**src/rtl/wide_sum_sub_seq_if.sv**
```systemverilog
// Operand/result bundle for the slice-serial wide adder/subtractor.
// Latency: none (wires only); the consumer defines timing.
// Backpressure: none; starts offered while the engine is busy are dropped.
// Ports: in_start/in_op/in_bit/in_a/in_b driven by the requester (master),
//        out_busy/out_done/out_data/out_bit driven by the engine (slave).
interface wide_sum_sub_seq_if #(
  parameter int WIDTH  = 4,
  parameter int SLICES = 4
);
  localparam int N = WIDTH * SLICES;

  logic         in_start;
  logic         in_op;
  logic         in_bit;
  logic [N-1:0] in_a;
  logic [N-1:0] in_b;
  logic         out_busy;
  logic         out_done;
  logic [N-1:0] out_data;
  logic         out_bit;

  modport master (
    output in_start, in_op, in_bit, in_a, in_b,
    input  out_busy, out_done, out_data, out_bit
  );

  modport slave (
    input  in_start, in_op, in_bit, in_a, in_b,
    output out_busy, out_done, out_data, out_bit
  );
endinterface

```
**src/rtl/wide_sum_sub_seq.sv**
```systemverilog
// Slice-serial N-bit add/subtract, one WIDTH-bit slice per clock, LSB first.
// Latency: SLICES cycles from the accepting edge to the one-cycle out_done.
// Backpressure: in_start is taken only in IDLE or DONE; ignored while busy.
// Ports: in_clk, in_rst (sync, active-high); bus (slave modport) carries the
//        start/op/carry/operands in and busy/done/result/carry-out back.
module wide_sum_sub_seq #(
  parameter int WIDTH  = 4,
  parameter int SLICES = 4
) (
  input  logic                 in_clk,
  input  logic                 in_rst,
  wide_sum_sub_seq_if.slave    bus
);
  localparam int N  = WIDTH * SLICES;
  localparam int KW = (SLICES > 1) ? $clog2(SLICES) : 1;
  localparam logic [KW-1:0] K_LAST = KW'(SLICES - 1);

  typedef enum logic [1:0] {IDLE, RUN, DONE} state_t;

  state_t         state_q, state_d;
  logic [KW-1:0]  k_q, k_d;
  logic [N-1:0]   a_q, a_d;
  logic [N-1:0]   b_q, b_d;
  logic           op_q, op_d;
  logic           c_q, c_d;
  logic [N-1:0]   res_q, res_d;
  logic [N-1:0]   out_data_q, out_data_d;
  logic           out_bit_q, out_bit_d;
  logic           busy_q, busy_d;
  logic           done_q, done_d;

  logic [WIDTH-1:0] a_k, b_k;
  logic [WIDTH:0]   slice_r;
  int               lo;

  // Slice arithmetic at WIDTH+1 bits: the top bit is the carry for add and,
  // because the difference wraps negative exactly when a_k < b_k + c, the
  // borrow for subtract.
  always_comb begin
    lo  = int'(k_q) * WIDTH;
    a_k = a_q[lo +: WIDTH];
    b_k = b_q[lo +: WIDTH];
    if (op_q) begin
      slice_r = {1'b0, a_k} - {1'b0, b_k} - {{WIDTH{1'b0}}, c_q};
    end else begin
      slice_r = {1'b0, a_k} + {1'b0, b_k} + {{WIDTH{1'b0}}, c_q};
    end
  end

  always_comb begin
    state_d    = state_q;
    k_d        = k_q;
    a_d        = a_q;
    b_d        = b_q;
    op_d       = op_q;
    c_d        = c_q;
    res_d      = res_q;
    out_data_d = out_data_q;
    out_bit_d  = out_bit_q;
    busy_d     = busy_q;
    done_d     = 1'b0;

    case (state_q)
      IDLE, DONE: begin
        state_d = IDLE;
        busy_d  = 1'b0;
        if (bus.in_start) begin
          state_d = RUN;
          busy_d  = 1'b1;
          k_d     = '0;
          a_d     = bus.in_a;
          b_d     = bus.in_b;
          op_d    = bus.in_op;
          c_d     = bus.in_bit;
        end
      end
      RUN: begin
        res_d[lo +: WIDTH] = slice_r[WIDTH-1:0];
        c_d                = slice_r[WIDTH];
        if (k_q == K_LAST) begin
          // Publish the full result only once every slice is written.
          state_d    = DONE;
          busy_d     = 1'b0;
          done_d     = 1'b1;
          out_data_d = res_d;
          out_bit_d  = slice_r[WIDTH];
        end else begin
          k_d = k_q + KW'(1);
        end
      end
      default: begin
        state_d = IDLE;
        busy_d  = 1'b0;
      end
    endcase
  end

  always_ff @(posedge in_clk) begin
    if (in_rst) begin
      state_q    <= IDLE;
      k_q        <= '0;
      a_q        <= '0;
      b_q        <= '0;
      op_q       <= 1'b0;
      c_q        <= 1'b0;
      res_q      <= '0;
      out_data_q <= '0;
      out_bit_q  <= 1'b0;
      busy_q     <= 1'b0;
      done_q     <= 1'b0;
    end else begin
      state_q    <= state_d;
      k_q        <= k_d;
      a_q        <= a_d;
      b_q        <= b_d;
      op_q       <= op_d;
      c_q        <= c_d;
      res_q      <= res_d;
      out_data_q <= out_data_d;
      out_bit_q  <= out_bit_d;
      busy_q     <= busy_d;
      done_q     <= done_d;
    end
  end

  assign bus.out_busy = busy_q;
  assign bus.out_done = done_q;
  assign bus.out_data = out_data_q;
  assign bus.out_bit  = out_bit_q;
endmodule
```
**src/flat_wrapper.sv**
```systemverilog
// flat-port wrapper written by rule: the top's interface ports become plain ports
module wide_sum_sub_seq_flat 
#(
  parameter int WIDTH  = 4,
  parameter int SLICES = 4
)
  (in_clk, in_rst, bus_in_start, bus_in_op, bus_in_bit, bus_in_a, bus_in_b, bus_out_busy, bus_out_done, bus_out_data, bus_out_bit);
  wide_sum_sub_seq_if #(.WIDTH(WIDTH), .SLICES(SLICES)) bus_i ();
  input  logic in_clk;
  input  logic in_rst;
  input wire logic [$bits(bus_i.in_start)-1:0] bus_in_start;
  input wire logic [$bits(bus_i.in_op)-1:0] bus_in_op;
  input wire logic [$bits(bus_i.in_bit)-1:0] bus_in_bit;
  input wire logic [$bits(bus_i.in_a)-1:0] bus_in_a;
  input wire logic [$bits(bus_i.in_b)-1:0] bus_in_b;
  output wire logic [$bits(bus_i.out_busy)-1:0] bus_out_busy;
  output wire logic [$bits(bus_i.out_done)-1:0] bus_out_done;
  output wire logic [$bits(bus_i.out_data)-1:0] bus_out_data;
  output wire logic [$bits(bus_i.out_bit)-1:0] bus_out_bit;
  assign bus_i.in_start = bus_in_start;
  assign bus_i.in_op = bus_in_op;
  assign bus_i.in_bit = bus_in_bit;
  assign bus_i.in_a = bus_in_a;
  assign bus_i.in_b = bus_in_b;
  assign bus_out_busy = bus_i.out_busy;
  assign bus_out_done = bus_i.out_done;
  assign bus_out_data = bus_i.out_data;
  assign bus_out_bit = bus_i.out_bit;
  wide_sum_sub_seq #(.WIDTH(WIDTH), .SLICES(SLICES)) u_core (.in_clk(in_clk), .in_rst(in_rst), .bus(bus_i));
endmodule
```
**config.mk**
```make
export PLATFORM = sky130hd
export DESIGN_NAME = wide_sum_sub_seq_flat
export DESIGN_NICKNAME = d
export VERILOG_FILES = /design/src/rtl/wide_sum_sub_seq_if.sv /design/src/rtl/wide_sum_sub_seq.sv /design/src/flat_wrapper.sv
export SDC_FILE = /design/constraint.sdc
export NUM_CORES = 1
export LEC_CHECK = 0
export CAP_MARGIN = 5
export CORE_MARGIN = 10
export CORE_UTILIZATION = 57
export DETAILED_ROUTE_END_ITERATION = 12
export PLACE_DENSITY = 0.85
export RECOVER_POWER = 50
export REMOVE_ABC_BUFFERS = 1
export SETUP_SLACK_MARGIN = 0.2
export SLEW_MARGIN = 20
export SYNTH_ARGS = -nofsm -noshare
export SYNTH_HDL_FRONTEND = slang
export SYNTH_SLANG_ARGS = --single-unit
```
**constraint.sdc**
```tcl
create_clock -name in_clk -period 4.64 [get_ports in_clk]
set_input_delay 0.696 -clock in_clk [delete_from_list [all_inputs] [get_ports in_clk]]
set_output_delay 0.696 -clock in_clk [all_outputs]
set_load 0.05 [all_outputs]
```
==> qor.txt, run 1 <==
Die ar. -> 9430 µm²
dpl ws -> 1580 ps
post-DP HPWL -> 5510 µm
M3 GR Usage -> 0.0555
total CTS buffers -> 9
CTS Root Cell -> clkbuf_8
port bufs -> 55
Initial Util -> 0.580
via count -> 2894
num rows -> 28
share of flip-flops with an asynchronous set or reset -> 0
EDFF count, synth -> 0
P_leak -> 1.52 nW
MaxCap Viol Count -> 0
DRC viols -> 0
Die H -> 97.1 µm
Peak VDD IR -> 0.183 mV
antenna cell count -> 0
first-pass GRT wire length -> 12900 µm
Placeable Area -> 5850 µm²
worst hold path type -> reg -> reg
Main synth FF type -> dfxtp_1
fraction of layout cells with a size suffix above 1 -> 0.0841
H-tree Lvls -> 3
Final Hold Violating Endpoints -> 0
CTS tree -> done
GRT Max-Usage Layer -> met2
antenna violations before repair -> 0
CTS max path bufs -> 2
Power Dens Cells -> 322 nW/µm²
Final setup viols -> 0
crit end category -> flop
Global Route met1 Usage -> 0.176
RSZ-0062 raised after global routing -> false
most frequent cells after synthesis -> nand2_1, dfxtp_1, a21oi_1, nor2_1, clkbuf_1
Placer Congestion -> 0.886
drt wl/cell -> 14.6 µm
final antenna-violating net count -> 0
hold_buf cts -> 0
crit path DAT -> 3480 ps
min Tclk post-route -> 3190 ps
vias in the first global route -> 2902
met2 GRT Util -> 0.267
Synth cell types -> 41
GR Overflow Total -> 0
net count reported at finish -> 490
largest net degree at the start of global routing -> 38
Die X -> 97.1 µm
synth top area cells -> dfxtp_1, nand2_1, a21oi_1
via/cell ratio -> 5.62
# IOs -> 56
hold slack -> 455 ps
Detailed Route Iter0 Violations -> 148
Clock Latency Late Sink -> 350 ps
crit share post-route -> 0.688
Synth Register Bits -> 72
Reg clk slew, reported paths -> 70 ps
synthesized area -> 3390 µm²
R2R cell count -> 9
Yosys top cell by area -> dfxtp_1
drt pass-1 iters -> 4
Critical Path Fanout Max -> 10
Avg Synthesized Cell Area -> 8.63 µm²
measured slew at the worst slew-check pin -> 1240 ps
area grow syn2layout -> 20.9%
YS warnings -> 0
crit start category -> flop
WL final -> 7510 µm
FMAX -> 0.313 GHz
Synth top area share -> 0.425
register area share after synthesis -> 0.425
Data required, critical path -> 4930 ps
fin cells -> 515
Layout Skew -> 5.06 ps
Post CTS Setup Buffer Count -> 0
Gate Count Post-Synth -> 393
WS Path Type -> reg -> reg
setup TNS -> 0 ps
cts repair resizes -> 0
slew margin rel. -> 0.173
clock sinks -> 72
setup ws final -> 1450 ps
Final Max Tran Viols -> 0
DP Cell Count -> 500
outcome -> finished clean
Util after Layout -> 0.701
most frequent cell after synthesis -> nand2_1
hold path cells -> 2
Total Routing Usage GR -> 0.159
==> routing by layer <==
metal  vias up  wire (µm)
li1       1442          -
met1      1333       3160
met2       104       3690
met3        15        493
met4         0        172
met5         -          0
==> layout by cell type (no fill, tap or decap), types with 3 or more instances in the layout <==
| cell | n |
|---|---|
| ha_1 | 13 |
| nand2b_1 | 4 |
| inv_1 | 15 |
| mux4_2 | 7 |
| a211oi_1 | 9 |
| a32oi_1 | 7 |
| dlygate4sd3_1 | 8 |
| clkinv_2 | 4 |
| and2_1 | 3 |
| nor3_1 | 13 |
| a22oi_1 | 5 |
| dfxtp_1 | 72 |
| o21ai_1 | 9 |
| a221oi_1 | 10 |
| fa_1 | 4 |
| nor2_1 | 38 |
| a21oi_1 | 41 |
| nand2_1 | 86 |
| nand3b_1 | 4 |
| clkbuf_8 | 11 |
| clkdlybuf4s50_1 | 46 |
==> state kept, by name, summed over array words and instances, names as in the netlist, 2 cells and up <==
| register | flops |
|---|---|
| u_core.a_q | 16 |
| u_core.b_q | 16 |
| u_core.bus.out_data | 16 |
| u_core.k_q | 2 |
| u_core.res_q | 16 |
| u_core.state_q | 2 |
==> through the flow <==
| stage | total power, mW | instance area, µm² |
|---|---|---|
| finish | 1.32 | 4100 |
| global route | 1.38 | 4100 |
| CTS | 1.33 | 4100 |
| detailed placement | 0.899 | 3930 |
| global placement | 0.888 | 3930 |
| floorplan | 0.812 | 3270 |
==> layout make-up <==
type | count | area, µm²
Inverter | 16 | 60.1
Clock buffer | 11 | 151
Clock inverter | 4 | 20.0
Fill cell | 485 | 1750
Timing Repair Buffer | 58 | 564
Multi-Input combinational cell | 279 | 1770
Tap cell | 75 | 93.8
Sequential cell | 72 | 1440
==> path summary, 6_finish.rpt <==
path                                             startpoint                            to  slack [ps]
worst max-delay path             u_core.k_q[0]$_SDFFE_PP0P_  u_core.res_q[5]$_SDFFE_PP0P_        1450
worst min-delay path            u_core.a_q[14]$_SDFFE_PP0P_   u_core.a_q[14]$_SDFFE_PP0P_         450
worst max register to register   u_core.k_q[0]$_SDFFE_PP0P_  u_core.res_q[5]$_SDFFE_PP0P_        1450
worst min register to register  u_core.a_q[14]$_SDFFE_PP0P_   u_core.a_q[14]$_SDFFE_PP0P_         450
==> report_power, final <==
part | leakage (nW) | internal (mW) | switching, mW | total [mW]
Clock | 0.0947 | 0.216 | 0.219 | 0.435
Sequential | 0.586 | 0.642 | 0.0178 | 0.660
Combinational | 0.839 | 0.0947 | 0.130 | 0.225
Total | 1.52 | 0.953 | 0.367 | 1.32
==> critical path: stages (launching register included) <==
cell	delay, ps
dfxtp_1	580
clkbuf_1	570
mux2i_2	360
nand2_1	80
nand2_1	180
fa_1	450
mux2i_1	440
and2_1	250
a22oi_1	100
nor2_1	110
==> logic make-up after synthesis <==
group	Yosys count	share of synthesized area
adders and majority gates	17	0.0716
buffers and inverters	42	0.0546
xor gates and xnor gates	1	0.00480
AOI/OAI and AO/OA	90	0.168
muxes	11	0.0598
and+or+nand+nor	160	0.217
DFF	72	0.425
(Power assumes the default switching activity.)
==> run 2, diff against run 1 <==
--- a/config.mk
+++ b/config.mk
@@ -7,9 +7,9 @@
 export LEC_CHECK = 0
 export CAP_MARGIN = 5
 export CORE_MARGIN = 10
-export CORE_UTILIZATION = 57
+export CORE_UTILIZATION = 48
 export DETAILED_ROUTE_END_ITERATION = 12
-export PLACE_DENSITY = 0.85
+export PLACE_DENSITY = 0.76
 export RECOVER_POWER = 50
 export REMOVE_ABC_BUFFERS = 1
 export SETUP_SLACK_MARGIN = 0.2
==> constraint.sdc (replaced) <==
create_clock -name in_clk -period 2.9 [get_ports in_clk]
set_input_delay 0.435 -clock in_clk [delete_from_list [all_inputs] [get_ports in_clk]]
set_output_delay 0.435 -clock in_clk [all_outputs]
set_load 0.05 [all_outputs]
==> run 2 against run 1 <==
Net effect:
- maximum frequency grew 22%
- hold slack gained 0.83 ps
- clock power grew 72%
- wire length grew 6.0%
- worst setup slack lost 1200 ps
- cell count grew 6.6%
- first-iteration DRC count shrank 23%
- power grew 69%
- cell area grew 6.8%
- sequential share of layout area shrank 2.1 points
- critical path type unchanged
- critical endpoint is now u_core.bus.out_data[3]$_SDFFE_PP0P_
- largest power group unchanged
- highest routed layer unchanged
==> qor.txt, run 2 (synthesis gave the netlist of run 1 again) <==
Peak VDD IR -> 0.321 mV (+75%)
measured slew at the worst slew-check pin -> 1030 ps (-206 ps)
dpl ws -> 43.0 ps (-1540 ps)
net count reported at finish -> 502 (+2.4%)
WS Path Type -> reg -> reg
placed inst area -> 4020 µm² (+2.3%)
Power Dens Cells -> 511 nW/µm² (+59%)
drt pass-1 iters -> 4 (unchanged)
most frequent cells in the layout -> nand2_1, dfxtp_1, clkdlybuf4s50_1
hold slack -> 456 ps (+0.830 ps)
register-to-register path setup slack -> 280 ps (-1170 ps)
CP startpoint -> u_core.k_q[0]$_SDFFE_PP0P_
Data required, critical path -> 3130 ps (-1800 ps)
final antenna-violating net count -> 0 (unchanged)
num rows -> 30 (+7.1%)
outcome -> finished clean
R2R Path End -> u_core.bus.out_data[3]$_SDFFE_PP0P_
Final setup viols -> 0 (unchanged)
antenna violations before repair -> 0 (unchanged)
port bufs -> 55 (unchanged)
largest net degree at the start of global routing -> 36 (-5.3%)
area grow syn2layout -> 29.2%
fraction of layout cells with a size suffix above 1 -> 0.161 (+0.0771)
largest stage delay on the critical path -> 550 ps (-30 ps)
via count -> 2942 (+1.7%)
slew margin rel. -> 0.310 (+0.137)
RSZ-0062 raised after global routing -> true
# IOs -> 56 (unchanged)
via/cell ratio -> 5.36 (-4.6%)
worst hold path type -> reg -> reg
min Tclk post-route -> 2620 ps (-568 ps)
hold_buf cts -> 0 (unchanged)
slowest CP cell -> mux4_2
vias in the first global route -> 2923 (+0.72%)
Die X -> 104 µm (+7.1%)
Final Hold Violating Endpoints -> 0 (unchanged)
critical path cell sequence -> mux4_2 -> fa_2 -> ha_1 -> nand2_1 -> o2111ai_2 -> nand4bb_4 -> o21ai_2 -> a211oi_2
GR Overflow Total -> 0 (unchanged)
FMAX -> 0.381 GHz (+22%)
crit start category -> flop
commonest non-fill, non-tap cell in the layout -> nand2_1
first-pass GRT wire length -> 13300 µm (+3.2%)
CTS tree -> done
clock sinks -> 72 (unchanged)
total CTS buffers -> 9 (unchanged)
H-tree Lvls -> 3 (unchanged)
CTS Root Cell -> clkbuf_8
CTS max path bufs -> 2 (unchanged)
drt wl/cell -> 14.5 µm (-0.56%)
Placeable Area -> 6830 µm² (+17%)
P_leak -> 1.59 nW (+4.7%)
Overall Power -> 2.24 mW (+69%)
post-route cell area -> 4380 µm² (+6.8%)
multi-input logic area -> 1910 µm² (+7.8%)
Register Area -> 1450 µm² (+0.35%)
post-DP HPWL -> 5820 µm (+5.5%)
crit share post-route -> 0.905 (+0.217)
crit end category -> flop
fillcell total -> 603 (+24%)
Total Routing Usage GR -> 0.145 (-0.0138)
Layout Skew -> 9.28 ps (+4.21 ps)
MaxCap Viol Count -> 0 (unchanged)
reg2reg start -> u_core.k_q[0]$_SDFFE_PP0P_
Final Max Tran Viols -> 0 (unchanged)
Die ar. -> 10800 µm² (+15%)
antenna cell count -> 0 (unchanged)
Detailed Route Iter0 Violations -> 114 (-23%)
CP endpoint -> u_core.bus.out_data[3]$_SDFFE_PP0P_
Initial Util -> 0.496 (-0.0832)
Clock Latency Late Sink -> 350 ps (about the same)
crit path DAT -> 2860 ps (-620 ps)
Reg clk slew, reported paths -> 70 ps (about the same)
R2R cell count -> 8 (-1)
Die H -> 104 µm (+7.1%)
WL final -> 7970 µm (+6.0%)
Critical Path Fanout Max -> 6 (-4)
DRC viols -> 0 (unchanged)
Placer Congestion -> 0.869 (-1.9%)
setup ws final -> 276 ps (-1170 ps)
-- run 2: cell types whose count changed in the layout (fill, tap and decap cells not counted), moves of 3 or more --
cell and delta:
o21ai_2 +5, inv_2 +3, inv_1 -3, clkinvlp_4 +3, o21ai_1 -5, a211oi_2 +4
clkinv_2 -3, a211oi_1 -4, buf_4 +10
-- run 2: metal layers --
metal	track usage	vias to the layer above	part of all wire
li1	-	1477	-
met1	0.172	1377	0.45
met2	0.233	73	0.47
met3	0.0489	15	0.058
met4	0.0646	0	0.021
met5	0	-	0
-- run 2: critical path: cells and delay by family, from the launching register on --
| kind | cells | cell delay (ps) |
|---|---|---|
| and+or+nand+nor | 2 | 330 |
| AOI/OAI and AO/OA | 3 | 520 |
| adders and majority gates | 2 | 700 |
| DFF | 1 | 400 |
| muxes | 1 | 550 |
-- run 2: stage by stage --
stage,setup TNS [ps],std cells,utilization
after floorplan,-917,367,-
after global placement,0,530,0.589
after detailed placement,0,530,0.589
after CTS,0,547,0.622
after global routing,0,549,0.641
final,0,549,0.641
-- run 2: worst min-delay path by stage --
stage	end	start	slack, ps	depth (start not counted)
after detailed placement	u_core.a_q[12]$_SDFFE_PP0P_	u_core.a_q[12]$_SDFFE_PP0P_	450	2
final	u_core.b_q[14]$_SDFFE_PP0P_	u_core.b_q[14]$_SDFFE_PP0P_	460	2
after global placement	u_core.a_q[2]$_SDFFE_PP0P_	u_core.a_q[2]$_SDFFE_PP0P_	440	2
after floorplan	u_core.a_q[6]$_SDFFE_PP0P_	u_core.a_q[6]$_SDFFE_PP0P_	430	2
after CTS	u_core.b_q[5]$_SDFFE_PP0P_	u_core.b_q[5]$_SDFFE_PP0P_	460	2
after global routing	u_core.b_q[6]$_SDFFE_PP0P_	u_core.b_q[6]$_SDFFE_PP0P_	470	2
-- run 2: cell type report --
type                    instances  area share
repair buffers                 70       0.149
multi-input cells             279       0.435
well taps                      96      0.0274
flip-flops and latches         72       0.330
clock buffers                  12      0.0377
inverters                      16      0.0137
clock inverters                 4     0.00628
-- run 2: timing repair --
item	CTS	global route
endpoints found under the setup margin	26	25
setup buffers	1	2
resized for setup	6	27
pin swaps	3	7
-- run 2: where the power goes --
group	switching [mW]	leakage, nW	internal, mW
clock network	0.369	0.0906	0.379
registers	0.0283	0.588	1.03
logic	0.240	0.913	0.193
